--- src/rtl/ar_pc_sequencer.sv ---
// Fetch/decode/indirect/interrupt sequencer for the basic computer's AR and PC.
// Execute-unit register requests are merged so at most one AR and one PC command is active per cycle.

module ar_pc_sequencer_chk (
    input logic       clk,
    input logic       reset_n,
    input logic [2:0] ar_cmd,
    input logic [2:0] pc_cmd
);

    // at most one command per register in any cycle
    always @(posedge clk) begin
        if (reset_n) begin
            a_ar_onehot: assert ($onehot0(ar_cmd));
            a_pc_onehot: assert ($onehot0(pc_cmd));
        end
    end

endmodule

module ar_pc_sequencer (
    input  logic       clk,
    input  logic       reset_n,
    input  logic       start,
    input  logic [2:0] ir_opcode,
    input  logic       ir_i,
    input  logic       exec_done,
    input  logic       exec_halt,
    input  logic       ien,
    input  logic       fgi,
    input  logic       fgo,
    input  logic       exec_ar_load,
    input  logic       exec_ar_inc,
    input  logic       exec_pc_load,
    input  logic       exec_pc_inc,
    output logic       ar_load,
    output logic       ar_inc,
    output logic       ar_clr,
    output logic       pc_load,
    output logic       pc_inc,
    output logic       pc_clr,
    output logic       ir_load,
    output logic       tr_load,
    output logic       mem_read,
    output logic       mem_write,
    output logic [2:0] bus_sel,
    output logic       ien_clr,
    output logic       exec_start,
    output logic       running,
    output logic [3:0] seq_t
);

    localparam logic [2:0] BUS_NONE = 3'd0;
    localparam logic [2:0] BUS_PC   = 3'd2;
    localparam logic [2:0] BUS_IR   = 3'd5;
    localparam logic [2:0] BUS_TR   = 3'd6;
    localparam logic [2:0] BUS_MEM  = 3'd7;

    typedef enum logic [3:0] {
        S_IDLE   = 4'd0,
        S_F0     = 4'd1,
        S_F1     = 4'd2,
        S_F2     = 4'd3,
        S_F3     = 4'd4,
        S_EXEC   = 4'd5,
        S_INT0   = 4'd6,
        S_INT1   = 4'd7,
        S_INT2   = 4'd8,
        S_HALTED = 4'd9
    } state_t;

    state_t     state_r;
    state_t     state_nxt_s;
    logic       exec_first_r;
    logic [3:0] seq_t_r;

    // Load beats inc on the same register; returns {load, inc}.
    function automatic logic [1:0] resolve(input logic load_req, input logic inc_req);
        return {load_req, inc_req & ~load_req};
    endfunction

    // state register
    always_ff @(posedge clk or negedge reset_n) begin
        if (!reset_n) begin
            state_r <= S_IDLE;
        end else begin
            state_r <= state_nxt_s;
        end
    end

    // exec_start marks only the EXEC cycle that follows F3
    always_ff @(posedge clk or negedge reset_n) begin
        if (!reset_n) begin
            exec_first_r <= 1'b0;
        end else begin
            exec_first_r <= (state_r == S_F3);
        end
    end

    // timing count: cleared into F0, counts through fetch/exec, held elsewhere
    always_ff @(posedge clk or negedge reset_n) begin
        if (!reset_n) begin
            seq_t_r <= 4'd0;
        end else if (state_nxt_s == S_F0) begin
            seq_t_r <= 4'd0;
        end else if ((state_nxt_s inside {S_F1, S_F2, S_F3, S_EXEC}) && (seq_t_r != 4'd15)) begin
            seq_t_r <= seq_t_r + 4'd1;
        end else begin
            seq_t_r <= seq_t_r;
        end
    end

    // next-state decode
    always_comb begin
        state_nxt_s = state_r;
        case (state_r)
            S_IDLE, S_HALTED: begin
                if (start) begin
                    state_nxt_s = S_F0;
                end else begin
                    state_nxt_s = state_r;
                end
            end
            S_F0:   state_nxt_s = S_F1;
            S_F1:   state_nxt_s = S_F2;
            S_F2:   state_nxt_s = S_F3;
            S_F3:   state_nxt_s = S_EXEC;
            S_EXEC: begin
                if (!exec_done) begin
                    state_nxt_s = S_EXEC;
                end else if (exec_halt) begin
                    state_nxt_s = S_HALTED;
                end else if (ien && (fgi || fgo)) begin
                    state_nxt_s = S_INT0;
                end else begin
                    state_nxt_s = S_F0;
                end
            end
            S_INT0: state_nxt_s = S_INT1;
            S_INT1: state_nxt_s = S_INT2;
            S_INT2: state_nxt_s = S_F0;
            default: state_nxt_s = S_IDLE;
        endcase
    end

    // command decode from state; EXEC passes merged execute-unit requests through
    always_comb begin
        ar_load    = 1'b0;
        ar_inc     = 1'b0;
        ar_clr     = 1'b0;
        pc_load    = 1'b0;
        pc_inc     = 1'b0;
        pc_clr     = 1'b0;
        ir_load    = 1'b0;
        tr_load    = 1'b0;
        mem_read   = 1'b0;
        mem_write  = 1'b0;
        bus_sel    = BUS_NONE;
        ien_clr    = 1'b0;
        exec_start = 1'b0;
        running    = 1'b1;
        case (state_r)
            S_IDLE, S_HALTED: begin
                running = 1'b0;
            end
            S_F0: begin
                bus_sel = BUS_PC;
                ar_load = 1'b1;
            end
            S_F1: begin
                mem_read = 1'b1;
                bus_sel  = BUS_MEM;
                ir_load  = 1'b1;
                pc_inc   = 1'b1;
            end
            S_F2: begin
                bus_sel = BUS_IR;
                ar_load = 1'b1;
            end
            S_F3: begin
                if ((ir_opcode != 3'd7) && ir_i) begin
                    mem_read = 1'b1;
                    bus_sel  = BUS_MEM;
                    ar_load  = 1'b1;
                end else begin
                    mem_read = 1'b0;
                    bus_sel  = BUS_NONE;
                    ar_load  = 1'b0;
                end
            end
            S_EXEC: begin
                {ar_load, ar_inc} = resolve(exec_ar_load, exec_ar_inc);
                {pc_load, pc_inc} = resolve(exec_pc_load, exec_pc_inc);
                exec_start        = exec_first_r;
            end
            S_INT0: begin
                ar_clr  = 1'b1;
                bus_sel = BUS_PC;
                tr_load = 1'b1;
            end
            S_INT1: begin
                bus_sel   = BUS_TR;
                mem_write = 1'b1;
                pc_clr    = 1'b1;
            end
            S_INT2: begin
                pc_inc  = 1'b1;
                ien_clr = 1'b1;
            end
            default: begin
                running = 1'b0;
            end
        endcase
    end

    assign seq_t = seq_t_r;

    ar_pc_sequencer_chk u_chk (
        .clk     (clk),
        .reset_n (reset_n),
        .ar_cmd  ({ar_load, ar_inc, ar_clr}),
        .pc_cmd  ({pc_load, pc_inc, pc_clr})
    );

endmodule

--- config.mk ---
export PLATFORM = sky130hd
export DESIGN_NAME = ar_pc_sequencer
export DESIGN_NICKNAME = d
export VERILOG_FILES = /design/src/rtl/ar_pc_sequencer.sv
export SDC_FILE = /design/constraint.sdc
export NUM_CORES = 1
export LEC_CHECK = 0
export BUFFER_PORTS_ARGS = -buffer_cell sky130_fd_sc_hd__buf_2
export CAP_MARGIN = 20
export CORE_AREA = 2 2 49 51
export DETAILED_ROUTE_END_ITERATION = 7
export DIE_AREA = 0 0 51 53
export MAX_ROUTING_LAYER = met4
export PLACE_DENSITY = 0.7
export SETUP_SLACK_MARGIN = 0.4
export SLEW_MARGIN = 25
export SYNTH_ARGS = -nofsm -noshare
export SYNTH_HDL_FRONTEND = slang
export SYNTH_SLANG_ARGS = --single-unit
export TNS_END_PERCENT = 1
--- constraint.sdc ---
create_clock -name clk -period 2.1 [get_ports clk]
set_input_delay 0.525 -clock clk [delete_from_list [all_inputs] [get_ports clk]]
set_output_delay 0.525 -clock clk [all_outputs]
set_load 0.03 [all_outputs]
### After elaboration in Yosys (flattened, before gate mapping)

Index checks and enable logic that the tools add are counted.

| word-level totals | value |
|---|---|
| bits in registers | 9 |
| output and inout port bits | 20 |
| logic and storage cells | 57 |

| cells by class | value |
|---|---|
| add/sub/neg operators | 1 |
| equality and inequality tests | 16 |
| muxes and demuxes | 21 |
| bitwise logic cells | 4 |
| reductions and logical operators | 12 |

Operators by type and width:

| operator | count |
|---|---|
| 4-bit one-hot mux with 9 select lines | 1 |
| 4-bit by 3-bit == test with 1-bit output (second input constant) | 6 |
| 4-bit two-way mux | 5 |
| 4-bit by 2-bit == test with 1-bit output (second input constant) | 4 |
| 3-bit one-hot mux with 5 select lines | 1 |
| 1-bit two-way mux | 9 |
| 4-bit by 1-bit == test with 1-bit output (second input constant) | 2 |
| 4-bit == test (second input constant) | 2 |
| 2-bit OR reduction | 4 |
| 8-bit OR reduction | 1 |
| 3-bit two-way mux | 2 |
| 4-bit by 1-bit adder with 4-bit output (second input constant) | 1 |
| 4-bit zero test | 1 |
| 4-bit != test (second input constant) | 1 |
| 1-bit one-hot mux with 2 select lines | 2 |
| 4-bit nonzero test | 1 |
| 1-bit logical AND | 3 |
| 3-bit != test (second input constant) | 1 |
| 1-bit one-hot mux with 3 select lines | 1 |
| 1-bit bitwise AND | 2 |
| 1-bit NOT | 2 |
| 2-bit nonzero test | 1 |
| 1-bit logical OR | 1 |

### Longest topological paths before layout

| logic depth | value |
|---|---|
| word-level depth | 11 |
| depth in mapped cells | 6 |
| depth with buffers taken out | 6 |

### Worst setup path after synthesis

Ideal clock, no wire load.

| timing | value |
|---|---|
| kind | register to output |
| start point | register state_r[0] |
| end point | output bus_sel[2] |
| arrival time | 2.135 ns |
| slack | -0.560 ns |
| cell stages (with the launch flop) | 6 |
| buffers on the path | 1 |
| path through | dfrtp_1 buf_4 nand2b_1 nor3_1 nand2b_1 o21bai_1 |

| between the ends | value |
|---|---|
| word-level cells in the longest chain between the ends | 3 |
| elaborated cells between the ends (all ways) | 8 |

RTL lines:

| element | RTL line | text |
|---|---|---|
| start: declaration | 72 | `state_t state_r;` |
| start signal: assignment | 87 | `state_r <= state_nxt_s;` |
| 4-bit by 3-bit == test with 1-bit output / 4-bit by 1-bit == test with 1-bit output (equally long branches) | 162 | `case (state_r)` |
| 2-bit OR reduction (no source line) | n/a |  |
| 3-bit one-hot mux with 5 select lines (*) | 162 |  |
| end: declaration | 46 | `output logic [2:0] bus_sel,` |

Mark *: on every way between the ends. The rest lies on a longest branch, timed or not.

### Worst setup path after layout

Same ends and word-level chain as after synthesis.

==> qor.yml <==
status:
  status: "completed"
cts:
  cts.htree.levels: 1
  holdBufCountCts: 0
  clkSinkCount: 9
  clockBufferDepth: 2
  cts_tree: "yes"
  worstSkewPairLatency_ps: 260
  numCtsBuffers: 3
  clk_pin_slew_ps: 70
  clk_root_buffer_cell: "clkbuf_4"
global_routing:
  grt_pass1_wl_um: 3291
  overflow: 0
  grt_usage_pct: 16.33
  antenna_found_initial: 0
  grt_pass1_vias: 796
  grt_max_degree: 10
detailed_routing:
  postRouteAntennaNets: 0
  drc: 0
  vias_per_cell: 4.988
  wire_per_inst_um: 12.34
  finalWirelength_um: 1987
  vias: 803
  drtPass1Iterations: 4
  drt_iter0_markers: 16
yosys:
  synthXorXnorAreaFrac_pct: 7.131
  synth_compound_gate_area_share_pct: 18.34
  synth.area.top_cells: "dfrtp_1 31%, nor2_1 6.1%, xnor2_1 5.9%"
  yosysMostFrequentCell: "nor2_1"
  netlist.area_leader.share_pct: 30.56
  netlist_area_um2: 737.0
  synthCells: 85
  synthTopCellsByCount: "12 x nor2_1, 9 x dfrtp_1, 6 x nand3_1"
  synth_nets: 102
  syn_area_per_cell_um2: 8.670
  yosys.area_share.simple_pct: 30.22
  synthAdderAreaFrac_pct: 1.698
  synth_edf_count: 0
  ys_seq_elements: 9
  yosys-mux-area-fraction_pct: 2.886
  synthArstFlopShare_pct: 100.0
  ys_types: 35
  yosys_warnings: 0
  synth_largest_area_cell: "dfrtp_1"
  synth_top_family_by_area: "simple AND/OR/NAND/NOR gates"
  ys_seq_area_share_pct: 30.56
  synth_ff_type: "dfrtp_1"
final_layout:
  area_growth_pct: 54.16
  final_nets: 151
  stdcell_area_um2: 1136
  drive_gt1_share_pct: 56.39
  diodes: 0
  utilization_pct: 52.88
die:
  die_y_um: 53
  core_um2: 2148
  initial_utilization_pct: 34.30
  fp-row-count: 17
  dieArea_um2: 2703
  io_pins: 36
  die_w_um: 51
worst_setup_path:
  start_kind: "register"
  critPathRequiredTime_ps: 1570
  reg2reg_depth: 7
  critPathCapture: "bus_sel[2]"
  startpoint: "state_r[0]"
  crit_fanout: 6
  ff2ff_setup_slack_ps: 170
  criticalPathCategory: "register to output port"
  arrival_ps: 1500
  r2r_start: "state_r[1]"
  r2r_end: "seq_t[3]"
  endpoint_kind: "output port"
timing:
  rsz0062_at_grt: "yes"
  fin_crit_ps: 2023
  report.final.setup_viol: 0
  post-route-period-util_pct: 96.34
  hold_viol_final: 0
  slew_violations: 0
  hold-worst-slack_ps: 104.3
  max_slew_margin_pct: 73.12
  fmax_ghz: 0.4943
  skew_ps: 8.822
  tightestPinTransition_ps: 402.9
placement:
  io_buffers: 35
  dp.final_hpwl_um: 1410
  gp_congestion: 0.8514
  dpl_cell_area_um2: 970.9
power_and_ir_drop:
  p_per_area_nw_per_um2: 1845
  ir_worst_vdd_mv: 0.6774
  p_leak_nw: 0.5614
min_path:
  hp-class: "input port to asynchronous set/reset pin"
job:
  drv_cap: 0
metal layers:
layer	share of wire (%)	vias to the layer above	track usage, %
li1	-	390	-
met1	40	374	18.50
met2	52	35	29.22
met3	7.0	4	2.260
met4	1.3	0	6.306
met5	0	-	-
power breakdown:
| part | total [mW] | internal [mW] | leakage, nW | switching [mW] |
|---|---|---|---|---|
| Clock | 0.138 | 0.0733 | 0.0150 | 0.0648 |
| Sequential | 0.345 | 0.258 | 0.113 | 0.0863 |
| Combinational | 1.61 | 0.702 | 0.433 | 0.912 |
worst min-delay path by stage:
stage / slack [ps] / from / depth (start not counted) / end
4_1_cts: 110 / reset_n / 1 / state_r[2]
2_1_floorplan: 230 / reset_n / 0 / exec_first_r
5_1_grt: 110 / reset_n / 1 / exec_first_r
3_3_place_gp: 390 / reset_n / 1 / seq_t[1]
3_5_place_dp: 390 / reset_n / 1 / seq_t[1]
6_report: 100 / reset_n / 1 / exec_first_r
stage by stage:
stage               setup TNS [ps]  setup slack, ps  cells  power (mW)
global placement                 0            185.1    146       1.648
CTS                              0            87.99    159       2.051
detailed placement               0            116.5    146       1.666
floorplan                        0            98.81     85       1.398
finish                           0            76.79    161       2.096
global route                -20.50           -20.50    161       2.247
placed cells by master, fill, tap and decap left out, types with 2 or more instances in the layout:
| master | synthesis | final |
|---|---|---|
| a21oi_1 | 2 | 2 |
| a311oi_2 | 2 | 2 |
| and2_1 | 3 | 3 |
| buf_2 | 0 | 30 |
| buf_4 | 5 | 16 |
| buf_6 | 1 | 3 |
| clkbuf_4 | 0 | 3 |
| dfrtp_1 | 9 | 7 |
| dfrtp_2 | 0 | 2 |
| inv_1 | 4 | 4 |
| nand2_1 | 3 | 3 |
| nand2b_4 | 1 | 3 |
| nand3_1 | 6 | 5 |
| nor2_1 | 12 | 11 |
| nor2b_1 | 2 | 2 |
| nor3_1 | 5 | 3 |
| nor3_4 | 0 | 2 |
| xnor2_1 | 5 | 4 |
worst max-delay path, cell delays in order, from the launching register on:
cell and delay, ps:
dfrtp_2 450, buf_4 150, nor3_4 130, nand3_2 140, nand2b_4 100, o21bai_4 110
buf_6 140
cell type report:
type,count,area [um^2]
Sequential cell,9,227.7
Fill cell,203,1012
Timing Repair Buffer,50,307.8
Multi-Input combinational cell,65,520.5
Inverter,5,18.77
Tap cell,28,35.03
Clock buffer,4,26.28
cells by family after synthesis:
family / Yosys count
xor+xnor: 6
compound gates: 15
flops: 9
mux: 2
buf+inv: 11
simple gates: 41
fa+ha+maj: 1
sequential cells by signal, summed over array words and instances (netlist names):
name,flops
exec_first_r,1
seq_t,4
state_r,4
what timing repair did:
| action | in CTS | in global routing |
|---|---|---|
| setup buffers | 9 | 2 |
| gates resized for setup | 17 | 1 |
| endpoints found under the setup margin | 20 | 20 |
| gates cloned | 0 | 0 |
| pin swaps | 2 | 0 |
Note: power is estimated with default switching activity, not from simulation.
